`config.mk`:
```
export PLATFORM = sky130hd
export DESIGN_NAME = ppm_tx_flat
export DESIGN_NICKNAME = d
export VERILOG_FILES = /design/src/rtl/ppm_tx_if.sv /design/src/rtl/ppm_tx.sv /design/src/flat_wrapper.sv
export SDC_FILE = /design/constraint.sdc
export NUM_CORES = 1
export LEC_CHECK = 0
export BUFFER_PORTS_ARGS = -buffer_cell sky130_fd_sc_hd__buf_2
export CORE_MARGIN = 2
export CORE_UTILIZATION = 29
export CTS_CLUSTER_DIAMETER = 100
export DETAILED_ROUTE_END_ITERATION = 10
export GPL_ROUTABILITY_DRIVEN = 0
export HOLD_SLACK_MARGIN = 0.1
export SYNTH_ARGS = -nofsm -noshare
export SYNTH_HDL_FRONTEND = slang
export SYNTH_SLANG_ARGS = --single-unit
```
`constraint.sdc`:
```
create_clock -name wb_clk_i -period 6.9 [get_ports wb_clk_i]
set_clock_uncertainty 0.1 [all_clocks]
set_input_delay 1.38 -clock wb_clk_i [delete_from_list [all_inputs] [get_ports wb_clk_i]]
set_output_delay 1.38 -clock wb_clk_i [all_outputs]
set_load 0.1 [all_outputs]
```
`src/rtl/ppm_tx_if.sv`:
```
// Wishbone slave bus bundle for the PPM transmitter register file.
interface ppm_tx_if;
  logic        wb_cyc_i;
  logic        wb_stb_i;
  logic        wb_we_i;
  logic [6:0]  wb_adr_i;
  logic [15:0] wb_dat_i;
  logic [15:0] wb_dat_o;
  logic        wb_ack_o;

  modport master (
    output wb_cyc_i, wb_stb_i, wb_we_i, wb_adr_i, wb_dat_i,
    input  wb_dat_o, wb_ack_o
  );

  modport slave (
    input  wb_cyc_i, wb_stb_i, wb_we_i, wb_adr_i, wb_dat_i,
    output wb_dat_o, wb_ack_o
  );
endinterface

```
`src/rtl/ppm_tx.sv`:
```
// PPM pulse-train generator: up to 8 channels, 1 us resolution, Wishbone
// register file with per-frame shadow latching so bus writes never tear a frame.
module ppm_tx #(
  parameter int unsigned CLK_DIV     = 75,
  parameter int unsigned CH_MIN_US   = 800,
  parameter int unsigned CH_MAX_US   = 2200,
  parameter int unsigned MIN_SYNC_US = 4000
) (
  input  logic     wb_clk_i,
  input  logic     wb_rst_i,
  ppm_tx_if.slave  wb,
  output logic     ppm_out,
  output logic     frame_start_o
);

  localparam int unsigned PRESC_W = (CLK_DIV > 1) ? $clog2(CLK_DIV) : 1;
  localparam logic [PRESC_W-1:0] PRESC_LAST = PRESC_W'(CLK_DIV - 1);
  localparam logic [15:0] CH_MIN    = 16'(CH_MIN_US);
  localparam logic [15:0] CH_MAX    = 16'(CH_MAX_US);
  localparam logic [15:0] PW_MAX    = 16'(CH_MIN_US - 1);
  localparam logic [15:0] SYNC_LAST = 16'(MIN_SYNC_US - 1);

  localparam logic [2:0] S_IDLE       = 3'd0;
  localparam logic [2:0] S_PULSE      = 3'd1;
  localparam logic [2:0] S_SPACE      = 3'd2;
  localparam logic [2:0] S_SYNC_PULSE = 3'd3;
  localparam logic [2:0] S_SYNC_SPACE = 3'd4;

  // Live registers
  logic [15:0] ch_q [8];
  logic [15:0] ch_d [8];
  logic [3:0]  ctrl_q, ctrl_d;
  logic [15:0] frame_q, frame_d;
  logic [15:0] pw_q, pw_d;

  // Per-frame shadows
  logic [15:0] ch_sh_q [8];
  logic [15:0] ch_sh_d [8];
  logic [2:0]  nch_sh_q, nch_sh_d;
  logic [15:0] frame_sh_q, frame_sh_d;
  logic [15:0] pw_sh_q, pw_sh_d;

  // Sequencer
  logic [2:0]         state_q, state_d;
  logic [2:0]         chan_q, chan_d;
  logic [15:0]        slot_q, slot_d;
  logic [15:0]        frame_el_q, frame_el_d;
  logic [15:0]        sync_el_q, sync_el_d;
  logic [PRESC_W-1:0] presc_q, presc_d;
  logic [14:0]        fcnt_q, fcnt_d;
  logic               ppm_q, ppm_d;
  logic               fs_q, fs_d;

  logic        bus_sel, bus_wr, is_ch;
  logic [2:0]  ch_idx;
  logic [15:0] rdata;
  logic        tick, busy, start_c;
  logic        pulse_last, space_last, sync_done;
  logic [15:0] space_len;

  function automatic logic [15:0] clamp_ch(input logic [15:0] v);
    if (v < CH_MIN)      return CH_MIN;
    else if (v > CH_MAX) return CH_MAX;
    else                 return v;
  endfunction

  function automatic logic [15:0] clamp_pw(input logic [15:0] v);
    if (v == 16'd0)       return 16'd1;
    else if (v >= CH_MIN) return PW_MAX;
    else                  return v;
  endfunction

  function automatic logic [15:0] sat_inc(input logic [15:0] v);
    return (v == 16'hFFFF) ? v : v + 16'd1;
  endfunction

  assign bus_sel = wb.wb_cyc_i & wb.wb_stb_i;
  assign bus_wr  = bus_sel & wb.wb_we_i;
  assign ch_idx  = wb.wb_adr_i[3:1];
  assign is_ch   = (wb.wb_adr_i[6:4] == 3'b110) && !wb.wb_adr_i[0];
  assign busy    = (state_q != S_IDLE);
  assign tick    = (presc_q == PRESC_LAST);

  assign wb.wb_ack_o = bus_sel;
  assign wb.wb_dat_o = rdata;
  assign ppm_out       = ppm_q;
  assign frame_start_o = fs_q;

  // Register writes from the bus (live copies only)
  always_comb begin
    for (int unsigned i = 0; i < 8; i++) ch_d[i] = ch_q[i];
    ctrl_d  = ctrl_q;
    frame_d = frame_q;
    pw_d    = pw_q;
    if (bus_wr) begin
      if (is_ch) begin
        ch_d[ch_idx] = wb.wb_dat_i;
      end else begin
        case (wb.wb_adr_i)
          7'h70:   ctrl_d  = wb.wb_dat_i[3:0];
          7'h72:   frame_d = wb.wb_dat_i;
          7'h74:   pw_d    = wb.wb_dat_i;
          default: ;
        endcase
      end
    end
  end

  // Combinational read mux; unmapped and odd addresses read zero
  always_comb begin
    rdata = '0;
    if (bus_sel) begin
      if (is_ch) begin
        rdata = ch_q[ch_idx];
      end else begin
        case (wb.wb_adr_i)
          7'h70:   rdata = {12'd0, ctrl_q};
          7'h72:   rdata = frame_q;
          7'h74:   rdata = pw_q;
          7'h76:   rdata = {fcnt_q, busy};
          default: rdata = '0;
        endcase
      end
    end
  end

  // Tick prescaler, slot sequencer and frame-start shadow latch
  always_comb begin
    for (int unsigned i = 0; i < 8; i++) ch_sh_d[i] = ch_sh_q[i];
    nch_sh_d   = nch_sh_q;
    frame_sh_d = frame_sh_q;
    pw_sh_d    = pw_sh_q;
    state_d    = state_q;
    chan_d     = chan_q;
    slot_d     = slot_q;
    frame_el_d = frame_el_q;
    sync_el_d  = sync_el_q;
    fcnt_d     = fcnt_q;
    ppm_d      = ppm_q;
    fs_d       = 1'b0;
    start_c    = 1'b0;

    space_len  = ch_sh_q[chan_q] - pw_sh_q;
    pulse_last = (slot_q == pw_sh_q - 16'd1);
    space_last = (slot_q == space_len - 16'd1);
    sync_done  = (({1'b0, frame_el_q} + 17'd1) >= {1'b0, frame_sh_q}) &&
                 (sync_el_q >= SYNC_LAST);

    // Idle prescaler rests at 0 only while disabled; once enabled it runs so
    // the first idle tick can launch the frame.
    if (state_q == S_IDLE && !ctrl_q[0]) presc_d = '0;
    else if (tick)                       presc_d = '0;
    else                                 presc_d = presc_q + PRESC_W'(1);

    if (tick) begin
      frame_el_d = sat_inc(frame_el_q);
      sync_el_d  = sat_inc(sync_el_q);
      case (state_q)
        S_IDLE: begin
          if (ctrl_q[0]) start_c = 1'b1;
        end
        S_PULSE: begin
          if (pulse_last) begin
            state_d = S_SPACE;
            slot_d  = '0;
            ppm_d   = 1'b1;
          end else begin
            slot_d = slot_q + 16'd1;
          end
        end
        S_SPACE: begin
          if (space_last) begin
            slot_d = '0;
            ppm_d  = 1'b0;
            if (chan_q == nch_sh_q) begin
              state_d   = S_SYNC_PULSE;
              sync_el_d = '0;
            end else begin
              state_d = S_PULSE;
              chan_d  = chan_q + 3'd1;
            end
          end else begin
            slot_d = slot_q + 16'd1;
          end
        end
        S_SYNC_PULSE: begin
          if (pulse_last) begin
            state_d = S_SYNC_SPACE;
            slot_d  = '0;
            ppm_d   = 1'b1;
          end else begin
            slot_d = slot_q + 16'd1;
          end
        end
        S_SYNC_SPACE: begin
          if (sync_done) begin
            if (ctrl_q[0]) start_c = 1'b1;
            else           state_d = S_IDLE;
          end
        end
        default: begin
          state_d = S_IDLE;
          ppm_d   = 1'b1;
        end
      endcase
    end

    if (start_c) begin
      for (int unsigned i = 0; i < 8; i++) ch_sh_d[i] = clamp_ch(ch_q[i]);
      nch_sh_d   = ctrl_q[3:1];
      frame_sh_d = frame_q;
      pw_sh_d    = clamp_pw(pw_q);
      state_d    = S_PULSE;
      chan_d     = '0;
      slot_d     = '0;
      frame_el_d = '0;
      sync_el_d  = '0;
      ppm_d      = 1'b0;
      fs_d       = 1'b1;
      fcnt_d     = fcnt_q + 15'd1;
    end
  end

  // State registers with asynchronous active-low reset
  always_ff @(posedge wb_clk_i or negedge wb_rst_i) begin
    if (!wb_rst_i) begin
      for (int unsigned i = 0; i < 8; i++) begin
        ch_q[i]    <= 16'd1500;
        ch_sh_q[i] <= 16'd1500;
      end
      ctrl_q     <= 4'hE;
      frame_q    <= 16'd22500;
      pw_q       <= 16'd300;
      nch_sh_q   <= 3'd7;
      frame_sh_q <= 16'd22500;
      pw_sh_q    <= 16'd300;
      state_q    <= S_IDLE;
      chan_q     <= '0;
      slot_q     <= '0;
      frame_el_q <= '0;
      sync_el_q  <= '0;
      presc_q    <= '0;
      fcnt_q     <= '0;
      ppm_q      <= 1'b1;
      fs_q       <= 1'b0;
    end else begin
      for (int unsigned i = 0; i < 8; i++) begin
        ch_q[i]    <= ch_d[i];
        ch_sh_q[i] <= ch_sh_d[i];
      end
      ctrl_q     <= ctrl_d;
      frame_q    <= frame_d;
      pw_q       <= pw_d;
      nch_sh_q   <= nch_sh_d;
      frame_sh_q <= frame_sh_d;
      pw_sh_q    <= pw_sh_d;
      state_q    <= state_d;
      chan_q     <= chan_d;
      slot_q     <= slot_d;
      frame_el_q <= frame_el_d;
      sync_el_q  <= sync_el_d;
      presc_q    <= presc_d;
      fcnt_q     <= fcnt_d;
      ppm_q      <= ppm_d;
      fs_q       <= fs_d;
    end
  end

endmodule
```
`src/flat_wrapper.sv`:
```
// flat-port wrapper written by rule: the top's interface ports become plain ports
module ppm_tx_flat 
#(
  parameter int unsigned CLK_DIV     = 75,
  parameter int unsigned CH_MIN_US   = 800,
  parameter int unsigned CH_MAX_US   = 2200,
  parameter int unsigned MIN_SYNC_US = 4000
)
  (wb_clk_i, wb_rst_i, ppm_out, frame_start_o, wb_wb_cyc_i, wb_wb_stb_i, wb_wb_we_i, wb_wb_adr_i, wb_wb_dat_i, wb_wb_dat_o, wb_wb_ack_o);
  ppm_tx_if wb_i ();
  input  logic wb_clk_i;
  input  logic wb_rst_i;
  output logic ppm_out;
  output logic frame_start_o;
  input wire logic [$bits(wb_i.wb_cyc_i)-1:0] wb_wb_cyc_i;
  input wire logic [$bits(wb_i.wb_stb_i)-1:0] wb_wb_stb_i;
  input wire logic [$bits(wb_i.wb_we_i)-1:0] wb_wb_we_i;
  input wire logic [$bits(wb_i.wb_adr_i)-1:0] wb_wb_adr_i;
  input wire logic [$bits(wb_i.wb_dat_i)-1:0] wb_wb_dat_i;
  output wire logic [$bits(wb_i.wb_dat_o)-1:0] wb_wb_dat_o;
  output wire logic [$bits(wb_i.wb_ack_o)-1:0] wb_wb_ack_o;
  assign wb_i.wb_cyc_i = wb_wb_cyc_i;
  assign wb_i.wb_stb_i = wb_wb_stb_i;
  assign wb_i.wb_we_i = wb_wb_we_i;
  assign wb_i.wb_adr_i = wb_wb_adr_i;
  assign wb_i.wb_dat_i = wb_wb_dat_i;
  assign wb_wb_dat_o = wb_i.wb_dat_o;
  assign wb_wb_ack_o = wb_i.wb_ack_o;
  ppm_tx #(.CLK_DIV(CLK_DIV), .CH_MIN_US(CH_MIN_US), .CH_MAX_US(CH_MAX_US), .MIN_SYNC_US(MIN_SYNC_US)) u_core (.wb_clk_i(wb_clk_i), .wb_rst_i(wb_rst_i), .wb(wb_i), .ppm_out(ppm_out), .frame_start_o(frame_start_o));
endmodule
```
==> metrics.cfg <==
[drt]
drt_wl_total_um = 64700
wl_per_cell_um = 20.9
wl_met3_um = 5180
wl_met1_um = 27600
drc = 0
num_vias = 17100
routed_via_density = 5.52
ant_nets = 0
wl_met2_um = 29600
drt_pass1_iterations = 10
highest_layer = met5
drtIter0Drc = 1808

[sta]
layout_setup_ws_ps = 1250
hold_viol_final = 0
fin_crit_sh_pct = 81.9
rsz0062_at_grt = no
tns_ps = 0
timing.fmax_mhz = 177
drv_slew = 0
max_slew.worst_pin.slew_ps = 1280
maxSlewHeadroom_pct = 13.7
setup_viol = 0
period_needed_ps = 5650

[global_routing]
grt.total_usage_pct = 16.6
grt_pass1_wl_um = 101000
grt_max_degree = 135
first_global_vias = 16900
grt_antenna_before_repair = 2
grt-ovfl-total = 0

[yosys]
synthesis.nets = 2165
synth_top_family_by_area = simple AND/OR/NAND/NOR gates
synth-seq-area-share_pct = 47.3
synth_simple_gate_area_share_pct = 15.5
synth_warnings = 0
synth-compound-area-share_pct = 12.9
synth-xor-area-share_pct = 3.53
synthAdderAreaFrac_pct = 2.33
avgSynthCellArea_um2 = 10.4
synth_top_area_share_pct = 29.8
yosys.area.top_type = dfrtp_1
synthCells = 2097
synth_ff_type = dfrtp_1
synth_edf_count = 0
synth_area_leaders = dfrtp_1 30%, dfstp_2 17%, mux2_2 9.8%
synthDistinctLibCells = 89
synth_seq_cells = 405
ys_async_sr_fraction_pct = 100
muxShareOfSynthArea_pct = 15.1
syn_area_mm2 = 0.0218

[setup_path]
r2r-end = u_core.sync_el_q[2]
worst-path-stages = 8
critical_path_class = primary input to output port
cp-endpoint = wb_wb_dat_o[1]
crit_chain = buf_2 -> nand2_1 -> nor2_1 -> a222oi_1 -> o21ai_0 -> a21oi_1 -> nor2_1 -> buf_2
slowest_delay_ps = 870
r2r_slack_ps = 1450
required_ps = 5420
cp_max_fo = 27
reg2reg_depth = 13
start_kind = primary input
crit_start = wb_wb_adr_i[1]
cp-end-kind = output port
worst-path-buf-inv = 2
cp_slowest_cell = nor2_1
cp_top_family = simple AND/OR/NAND/NOR gates
arrival_ps = 4170
r2r-start = u_core.chan_q[0]

[pwr]
power.density_mw_per_mm2 = 212
peakVddDrop_uv = 178
power_leakage_nw = 10.7

[final_layout]
nets = 2159
final_cell_mix = 259 x nand2_1, 259 x dfrtp_1, 189 x mux2_2
drive_gt1_share_pct = 25.6
diodes = 0
area_growth_pct = 12.5

[clocking]
cts.sinks = 405
insertion_delay_ps = 580
cts_root_buf = clkbuf_16
postCtsResizedCells = 0
cts_buffers = 45
hold_buffers = 0
htree_levels = 2
cts_tree = built
clk_path_buf_depth = 3
post_cts_buffers = 0
clkTransAtPathRegs_ps = 60

[floorplanning]
die_x_um = 278
dieArea_mm2 = 0.0774
start_util_pct = 29.3
rows = 100
pin_count = 47
coreArea_mm2 = 0.0744
die_h_um = 278

[placed_design]
place_ws_ps = 1380
dp_hpwl_um = 46700
io_buffers = 46

[flow_run]
cap_violations = 0

[outcome]
outcome = complete, no violations

[min_path]
hp-class = register to register

==> final cells by class <==
type / instances / area, um2
sequential: 405 / 10300
timing repair buffer: 69 / 450
multi-input combinational: 1508 / 10800
clock inverter: 19 / 193
fill: 7387 / 49900
tap: 969 / 1210
inverter: 62 / 233
clock buffer: 65 / 1330
==> report_power, final <==
group | switching (W) | leakage (nW) | total, W | internal [W]
Clock | 0.00101 | 0.749 | 0.00247 | 0.00146
Sequential | 0.0000429 | 5.12 | 0.00246 | 0.00242
Combinational | 0.000194 | 4.86 | 0.000267 | 0.0000725
Total | 0.00125 | 10.7 | 0.00519 | 0.00395
==> worst reg2reg max path, delay by kind of cell (launching register included) <==
kind | cells | cell delay (ps)
compound gates | 5 | 1310
simple gates | 4 | 1470
mux | 2 | 820
fa+ha+maj | 1 | 380
buf+inv | 1 | 370
flops | 1 | 870
==> flip-flops by register name (all words and copies together) (netlist names) <==
register,count
u_core.pw_sh_q,16
u_core.state_q,3
u_core.slot_q,16
u_core.ch_sh_q,128
u_core.nch_sh_q,3
u_core.frame_q,16
u_core.frame_start_o,1
u_core.ctrl_q,4
u_core.frame_el_q,16
u_core.pw_q,16
u_core.ppm_out,1
u_core.chan_q,3
u_core.presc_q,7
u_core.ch_q,128
u_core.frame_sh_q,16
u_core.sync_el_q,16
u_core.fcnt_q,15
==> worst min-delay path by stage <==
stage	cells after the start	endpoint	from
floorplan	2	u_core.ch_sh_q[18]	u_core.ch_sh_q[18]
global placement	2	u_core.ch_sh_q[122]	u_core.ch_sh_q[122]
detailed placement	2	u_core.ch_sh_q[82]	u_core.ch_sh_q[82]
CTS	2	u_core.ch_sh_q[82]	u_core.ch_sh_q[82]
global route	2	u_core.ch_sh_q[82]	u_core.ch_sh_q[82]
finish	2	u_core.ch_sh_q[82]	u_core.ch_sh_q[82]
==> kinds of logic after synthesis <==
kind of cell | after synthesis
simple gates | 704
compound gates | 420
flops | 405
mux | 257
buf+inv | 184
xor+xnor | 87
fa+ha+maj | 40
==> synth_stat cells (all sizes together), types with 13 or more instances <==
cell type    n
nor4        27
o21ai      111
nand3      103
mux4        39
mux2       189
buf         40
o31ai       23
xor2        30
o211ai      13
clkbuf      82
o22ai       13
a222oi      16
nand2b      13
ha          39
a21oi       90
mux2i       29
and2        52
nand4       20
and3        25
xnor2       57
nor3        29
nand2      260
or3         13
inv         62
dfstp      145
nor2       122
dfrtp      260
a31oi       36
==> layer usage <==
metal / vias to the layer above / GRT usage [%]
met5: - / 0
li1: 7618 / -
met1: 8549 / 22.4
met4: 2 / 5.78
met3: 152 / 3.38
met2: 766 / 26.4
==> metrics by stage <==
stage / total power [W] / util [%] / cells / hold WS (ps) / instance area [um2]
floorplan: 0.00261 / - / 2097 / 333 / 21800
global placement: 0.00275 / 30.9 / 3013 / 339 / 23000
detailed placement: 0.00276 / 30.9 / 3013 / 343 / 23000
CTS: 0.00524 / 33.0 / 3097 / 351 / 24600
global route: 0.00537 / 33.0 / 3097 / 365 / 24600
finish: 0.00519 / 33.0 / 3097 / 349 / 24600
(Power assumes the default switching activity.)
